[src/rtl/mips_pkg.sv]
// Shared MIPS opcode/funct definitions, used by the controller and the
// pipeline stages.
package mips_pkg;

   localparam logic [5:0] SPECIAL = 6'b000000;
   localparam logic [5:0] JAL     = 6'b000011;
   localparam logic [5:0] LB      = 6'b100000;
   localparam logic [5:0] LH      = 6'b100001;
   localparam logic [5:0] LW      = 6'b100011;
   localparam logic [5:0] LBU     = 6'b100100;
   localparam logic [5:0] LHU     = 6'b100101;

   // funct field under SPECIAL
   localparam logic [5:0] JALR    = 6'b001001;

   typedef struct packed {
      logic [31:0] instr;
      logic [31:0] alu_out;
      logic [31:0] dm;
      logic [4:0]  a3;
      logic [31:0] pc8;
      logic        valid;
   } mw_fields_t;

   function automatic logic is_load(input logic [5:0] op);
      return (op == LW) || (op == LB) || (op == LBU) || (op == LH) || (op == LHU);
   endfunction

   function automatic logic is_link(input logic [5:0] op, input logic [5:0] funct);
      return (op == JAL) || ((op == SPECIAL) && (funct == JALR));
   endfunction

endpackage

[src/rtl/load_ext.sv]
// Load data extender: picks the byte/half addressed by addr and sign- or
// zero-extends it according to the load opcode; lw and non-loads pass word.
module load_ext
   import mips_pkg::*;
(
   input  logic [31:0] word,
   input  logic [1:0]  addr,
   input  logic [5:0]  opcode,
   output logic [31:0] ext_data
);

   logic [7:0]  byte_sel;
   logic [15:0] half_sel;

   always_comb begin
      byte_sel = word[{addr, 3'b000} +: 8];
      half_sel = word[{addr[1], 4'b0000} +: 16];
      ext_data = word;
      case (opcode)
         LB:      ext_data = {{24{byte_sel[7]}}, byte_sel};
         LBU:     ext_data = {24'h000000, byte_sel};
         LH:      ext_data = {{16{half_sel[15]}}, half_sel};
         LHU:     ext_data = {16'h0000, half_sel};
         default: ext_data = word;
      endcase
   end

endmodule

[src/rtl/mem_wb_stage.sv]
// MEM/WB pipeline register with write-back data selection and a counter of
// instructions that actually leave the WB stage.
module mem_wb_stage
   import mips_pkg::*;
#(
   parameter int CNT_W = 32
) (
   input  logic             clk,
   input  logic             reset,
   input  logic             stall_W,
   input  logic             flush_W,
   input  logic [31:0]      Instr_M,
   input  logic [31:0]      ALUout_M,
   input  logic [31:0]      DM_M,
   input  logic [4:0]       A3_M,
   input  logic [31:0]      PC8_M,
   output logic [31:0]      Instr_W,
   output logic [4:0]       A3_W,
   output logic [31:0]      WD_W,
   output logic             RegWrite_W,
   output logic [CNT_W-1:0] retired_cnt
);

   mw_fields_t       w_reg;
   logic [CNT_W-1:0] retired_cnt_reg;
   logic [31:0]      ext_data;
   logic [5:0]       opcode;
   logic [5:0]       funct;

   always_ff @(posedge clk) begin
      if (reset) begin
         w_reg           <= '0;
         retired_cnt_reg <= '0;
      end else begin
         // Count on the edge the instruction leaves W, so a held one counts once.
         if (w_reg.valid && !stall_W)
            retired_cnt_reg <= retired_cnt_reg + CNT_W'(1);
         if (flush_W)
            w_reg <= '0;
         else if (!stall_W)
            w_reg <= '{instr: Instr_M, alu_out: ALUout_M, dm: DM_M,
                       a3: A3_M, pc8: PC8_M, valid: 1'b1};
      end
   end

   assign opcode = w_reg.instr[31:26];
   assign funct  = w_reg.instr[5:0];

   load_ext u_load_ext (
      .word     (w_reg.dm),
      .addr     (w_reg.alu_out[1:0]),
      .opcode   (opcode),
      .ext_data (ext_data)
   );

   always_comb begin
      WD_W = w_reg.alu_out;
      if (is_load(opcode))
         WD_W = ext_data;
      else if (is_link(opcode, funct))
         WD_W = w_reg.pc8;
   end

   assign Instr_W     = w_reg.instr;
   assign A3_W        = w_reg.a3;
   assign RegWrite_W  = w_reg.valid && (w_reg.a3 != 5'd0);
   assign retired_cnt = retired_cnt_reg;

endmodule
[config.mk]
export PLATFORM = sky130hd
export DESIGN_NAME = mem_wb_stage
export DESIGN_NICKNAME = d
export VERILOG_FILES = /design/src/rtl/mips_pkg.sv /design/src/rtl/load_ext.sv /design/src/rtl/mem_wb_stage.sv
export SDC_FILE = /design/constraint.sdc
export NUM_CORES = 1
export LEC_CHECK = 0
export CELL_PAD_IN_SITES_DETAIL_PLACEMENT = 0
export CELL_PAD_IN_SITES_GLOBAL_PLACEMENT = 1
export CORE_MARGIN = 2
export CORE_UTILIZATION = 35
export CTS_BUF_LIST = sky130_fd_sc_hd__clkbuf_4
export CTS_CLUSTER_SIZE = 20
export DETAILED_ROUTE_END_ITERATION = 8
export PLACE_DENSITY_LB_ADDON = 0.1
export SLEW_MARGIN = 10
export SYNTH_ARGS = -nofsm -noshare
export SYNTH_HDL_FRONTEND = slang
export SYNTH_SLANG_ARGS = --single-unit
export TNS_END_PERCENT = 20
[constraint.sdc]
create_clock -name clk -period 2.9 [get_ports clk]
set_clock_uncertainty 0.15 [all_clocks]
set_input_delay 0.29 -clock clk [delete_from_list [all_inputs] [get_ports clk]]
set_output_delay 0.29 -clock clk [all_outputs]
set_load 0.005 [all_outputs]
# Word-level counts from Yosys, hierarchy flattened
# Cells that the tools add are included.
[op_classes] eq_ne=7 n_addsub=1 n_mux=3 n_shift=2 reduce_logical=12
[ops] cell="one-hot mux 32 bit (4 select lines)" count=1
[ops] cell="2-to-1 mux 32 bit" count=2
[ops] cell="adder 32 x 1 -> 32 bit, second input constant" count=1
[ops] cell="variable part select 32 x 6 -> 16 bit" count=1
[ops] cell="variable part select 32 x 6 -> 8 bit" count=1
[ops] cell="== test 6 bit, second input constant" count=5
[ops] cell="== test 6 x 2 -> 1 bit, second input constant" count=1
[ops] cell="== test 6 x 4 -> 1 bit, second input constant" count=1
[ops] cell="zero test 6 bit" count=1
[ops] cell="logical OR 1 bit" count=5
[ops] cell="nonzero test 5 bit" count=1
[ops] cell="logical AND 1 bit" count=3
[ops] cell="OR reduction 2 bit" count=1
[ops] cell="zero test 1 bit" count=1
[word_totals] inputBits=137 wordCells=32 regBits=166 out_inout_bits=102

# Depth between registers and ports, before layout
[depth] ltp_word=6 ltp_mapped=7 ltp_nobuf=4

# Modules after synthesis
# Synthesis repeated with hierarchy kept, for this count alone.
[unflattened] cells_unflattened=927 area_unflattened_um2=7963.9
[modules_own_cells] module="mem_wb_stage" area_each_um2=7299.5 cells_per_inst=811 seq_area_each_um2=3323.2 instances=1
[modules_own_cells] module="load_ext" area_each_um2=664.4 cells_per_inst=116 seq_area_each_um2=0.0 instances=1

# Least setup slack after synthesis
# Ideal clock, no wire load.
[synth_timing] kind="flip-flop to output port" start="reg w_reg[70] (netlist bit)" end="out WD_W[0]" setup_slack_ns=0.718 n_path_buf=1 t_arrival_ns=1.742 stages_incl_launch_ff=5 required_time_ns=2.460 path_cell_list="dfxtp_1 nor2b_1 clkbuf_1 mux4_2 a221o_1"
[synth_via] elab_chain_len=3 word_cells_on_any_way=4 classes_between="shift (1); mux (3)"
[synth_lines] element="start: declaration" line="mem_wb_stage.sv:24" rtl="mw_fields_t w_reg;"
[synth_lines] element="start signal: assignment" line="mem_wb_stage.sv:41" rtl="w_reg <= '{instr: Instr_M, alu_out: ALUout_M, dm: DM_M,"
[synth_lines] element="variable part select 32 x 6 -> 8 bit" line="load_ext.sv:16" rtl="byte_sel = word[{addr, 3'b000} +: 8];"
[synth_lines] element="one-hot mux 32 bit (4 select lines)" line="load_ext.sv:19" rtl="case (opcode)"
[synth_lines] element="2-to-1 mux 32 bit *" line="mem_wb_stage.sv:58" rtl="if (is_load(opcode))"
[synth_lines] element="end: declaration" line="mem_wb_stage.sv:19" rtl="output logic [31:0] WD_W,"
# Mark *: on every way between the ends. The rest lies on a longest branch, timed or not.

# Worst setup path in the final report
[layout_timing] start="reg w_reg, in the netlist Instr_W[26]" end="out WD_W[12]"
[layout_via] elab_chain_len=6 word_cells_on_any_way=16 classes_between="eq/ne (6); mux (3); reduce/logical (7)"
[layout_lines] element="== test 6 bit, on equally long branches" line="mips_pkg.sv:26, load_ext.sv:19"
[layout_lines] element="logical OR 1 bit (4 in a row)" line="mips_pkg.sv:26" rtl="return (op == LW) || (op == LB) || (op == LBU) || (op == LH) || (op == LHU);"
[layout_lines] element="2-to-1 mux 32 bit *" line="mem_wb_stage.sv:58"
# Marked as above.

==> results.md <==
* Status: finished with violations
* Failing checks: negative setup slack
* Metal3 WL at 2040 µm
* DRT iter0 DRCs at 485
* WP data arrival at 2.64 ns
* Setup violations, final at 16
* RSZ-0062 raised after global routing: true
* Crit path from: Instr_W[26]$_SDFFE_PP0N_
* Least-Margin Pin Slew at 0.887 ns
* Fin crit period at 3.08 ns
* Die Ht at 157 µm
* Gr ovfl total at 0
* Clk sink count at 166
* Fin cells at 1445
* Synth Instances at 902
* Leakage at 4.70 nW
* Worst r2r src: retired_cnt[8]$_SDFFE_PP0P_
* Post-Route WL at 27000 µm
* Final Util at 49.7%
* Clock buffer depth at 2
* Metal2 WL at 12500 µm
* Fin. Hold Viols at 0
* Layout area overhead at 40.7%
* Period utilization at 106%
* DR vias at 7519
* Number of global-route vias before repair at 7159
* Worst slew margin at 40.9%
* Worst skew pair latency at 0.57 ns
* Max Fanout on Critical Path at 6
* Hold Crit Start: Instr_M[15]
* Starting density of the core at 35.3%
* Max frequency at 324 MHz
* DR WL/cell at 18.7 µm
* Slew Limit Fails at 0
* Core Footprint at 0.0233 mm²
* Post-synth net total at 1040
* Initial antenna violation count at 2
* GPL Wtd Cong at 0.862
* Detail Route Antenna Nets at 0
* Top Layer Used: met4
* Pwr dens at 404 mW/mm²
* Setup WS post-layout at -0.184 ns
* Sequential share of the synthesized area at 40.5%
* Htree depth at 4
* Critical Path RT at 2.46 ns
* Die ar. at 0.0247 mm²
* Worst Hold Class: in -> reg
* Placed insts at 1384
* Max-cap check violation count at 0
* Ports at 239
* NumNets Final at 1249
* Most frequent cells in the layout: clkdlybuf4s50_1 (205), dfxtp_1 (160), nor2_1 (149)
* Worst VDD drop at 0.000231 V
* # rows at 56
* Ys Warns at 0
* Syn Std Cell Area at 0.00822 mm²
* Commonest non-fill, non-tap cell in the layout: clkdlybuf4s50_1
* Largest net degree at the start of global routing at 117
* Kind of critical path: reg -> out
* Dpl hpwl at 18400 µm
* Met1 wire length at 12100 µm
* Root Driver: clkbuf_4
* CP Capture Type: output pin
* Crit path launch type: flip-flop
* First-pass GRT wire length at 41000 µm
* Gr usage total at 21.7%
* CTS tree: yes
* Number of flip-flops under the largest register name at 97
* Total CTS buffers at 17
* Yosys reg bits at 166
* Vias per Instance at 5.20
* Die width at 157 µm
* Drt drc at 0
* DRT Pass-1 Iters at 5
* Post-Syn Area per Cell at 9.11 µm²
* Buffers on Ports at 238
* Layout cells sized above 1 at 16.4%
* Netlist cell types at 48
* Clock-pin transition on the worst setup and hold timing paths at 0.16 ns
repair_timing:
item | 4_1_cts | 5_1_grt
hold endpoints to repair | 18 | 0
setup buffers | 16 | 6
setup endpoints to repair | 32 | 32
hold buffers | 1 | 0
gates cloned | 5 | 0
resized for setup | 136 | 38
pin swaps | 34 | 21
power breakdown:
part           leakage (nW)  total, W  switching (W)  internal [W]
combinational          3.19  0.000787       0.000335      0.000452
sequential             1.35   0.00240      0.0000569       0.00234
clock                 0.160   0.00148       0.000931      0.000548
total                  4.70   0.00467        0.00132       0.00334
Yosys cell counts (all sizes together):
cell | number | share of area (%)
a21boi | 1 | 0.091
a21oi | 31 | 1.9
a221o | 11 | 1.3
a221oi | 21 | 2.2
a31oi | 24 | 1.8
and2 | 7 | 0.53
and3 | 16 | 1.2
and4 | 5 | 0.53
and4b | 1 | 0.12
buf | 65 | 5.1
clkbuf | 48 | 2.2
dfxtp | 166 | 40
ha | 1 | 0.15
inv | 9 | 0.41
mux2 | 13 | 1.8
mux2i | 149 | 18
mux4 | 4 | 1.1
nand2 | 21 | 0.96
nand3 | 38 | 2.4
nand4 | 21 | 1.6
nand4bb | 1 | 0.14
nor2 | 150 | 6.9
nor2b | 4 | 0.30
nor3 | 1 | 0.061
nor3b | 1 | 0.091
nor4 | 3 | 0.41
nor4b | 1 | 0.29
nor4bb | 1 | 0.12
o211ai | 12 | 1.1
o21a | 1 | 0.091
o21ai | 23 | 1.4
o22ai | 2 | 0.15
o31ai | 15 | 1.4
or2 | 2 | 0.15
or3 | 3 | 0.23
or4 | 17 | 1.6
or4b | 1 | 0.12
xnor2 | 1 | 0.11
xor2 | 11 | 1.2
per-layer routing:
| layer | global-route usage [%] | vias up |
|---|---|---|
| li1 | - | 3666 |
| met1 | 29.3 | 3559 |
| met2 | 34.1 | 273 |
| met3 | 5.89 | 21 |
| met4 | 5.71 | 0 |
| met5 | 0 | - |
final timing paths:
check                            endpoint  slack [ns]  cells past startpoint
max                              WD_W[12]       -0.18                      7
min              Instr_W[15]$_SDFFE_PP0N_        0.14                      3
max reg2reg  retired_cnt[21]$_SDFFE_PP0P_        0.57                      5
min reg2reg  retired_cnt[26]$_SDFFE_PP0P_        0.36                      2
per-stage QoR:
step                      setup TNS [ns]  hold WS (ns)  area, µm²  setup WS (ns)  power (W)
after floorplan                        0         0.284       8220          0.718    0.00278
after global placement                 0         0.322      10800          0.127    0.00316
after detailed placement               0         0.333      10800          0.130    0.00316
after CTS                          -2.10        0.0926      11500         -0.232    0.00472
after global routing               -4.58        0.0785      11600         -0.312    0.00490
final                              -1.67         0.137      11600         -0.184    0.00467
kinds of logic after synthesis:
group / Yosys count / synth area share [%]
AO/OA/AOI/OAI: 141 / 11.5
flip-flops: 166 / 40.5
AND/OR/NAND/NOR: 294 / 17.9
XOR/XNOR: 12 / 1.28
adder cells (fa/ha/maj): 1 / 0.152
buffers and inverters: 122 / 7.72
multiplexers: 166 / 21.0
critical path, stage by stage (launching register included):
cell	delay, ns
dfxtp_4	0.38
or4_4	0.59
buf_12	0.16
buf_16	0.12
o211ai_1	0.20
nand3_2	0.16
a221o_1	0.33
buf_2	0.13
cell type report:
class / instances / area, µm²
fillers: 2294 / 11700
multi-input cells: 614 / 4510
flip-flops and latches: 166 / 3330
repair buffers: 303 / 2980
well taps: 319 / 399
clock inverters: 14 / 164
clock buffers: 18 / 135
inverters: 9 / 33.8
diodes: 2 / 5.00
Power figures use the tool's default switching activity.
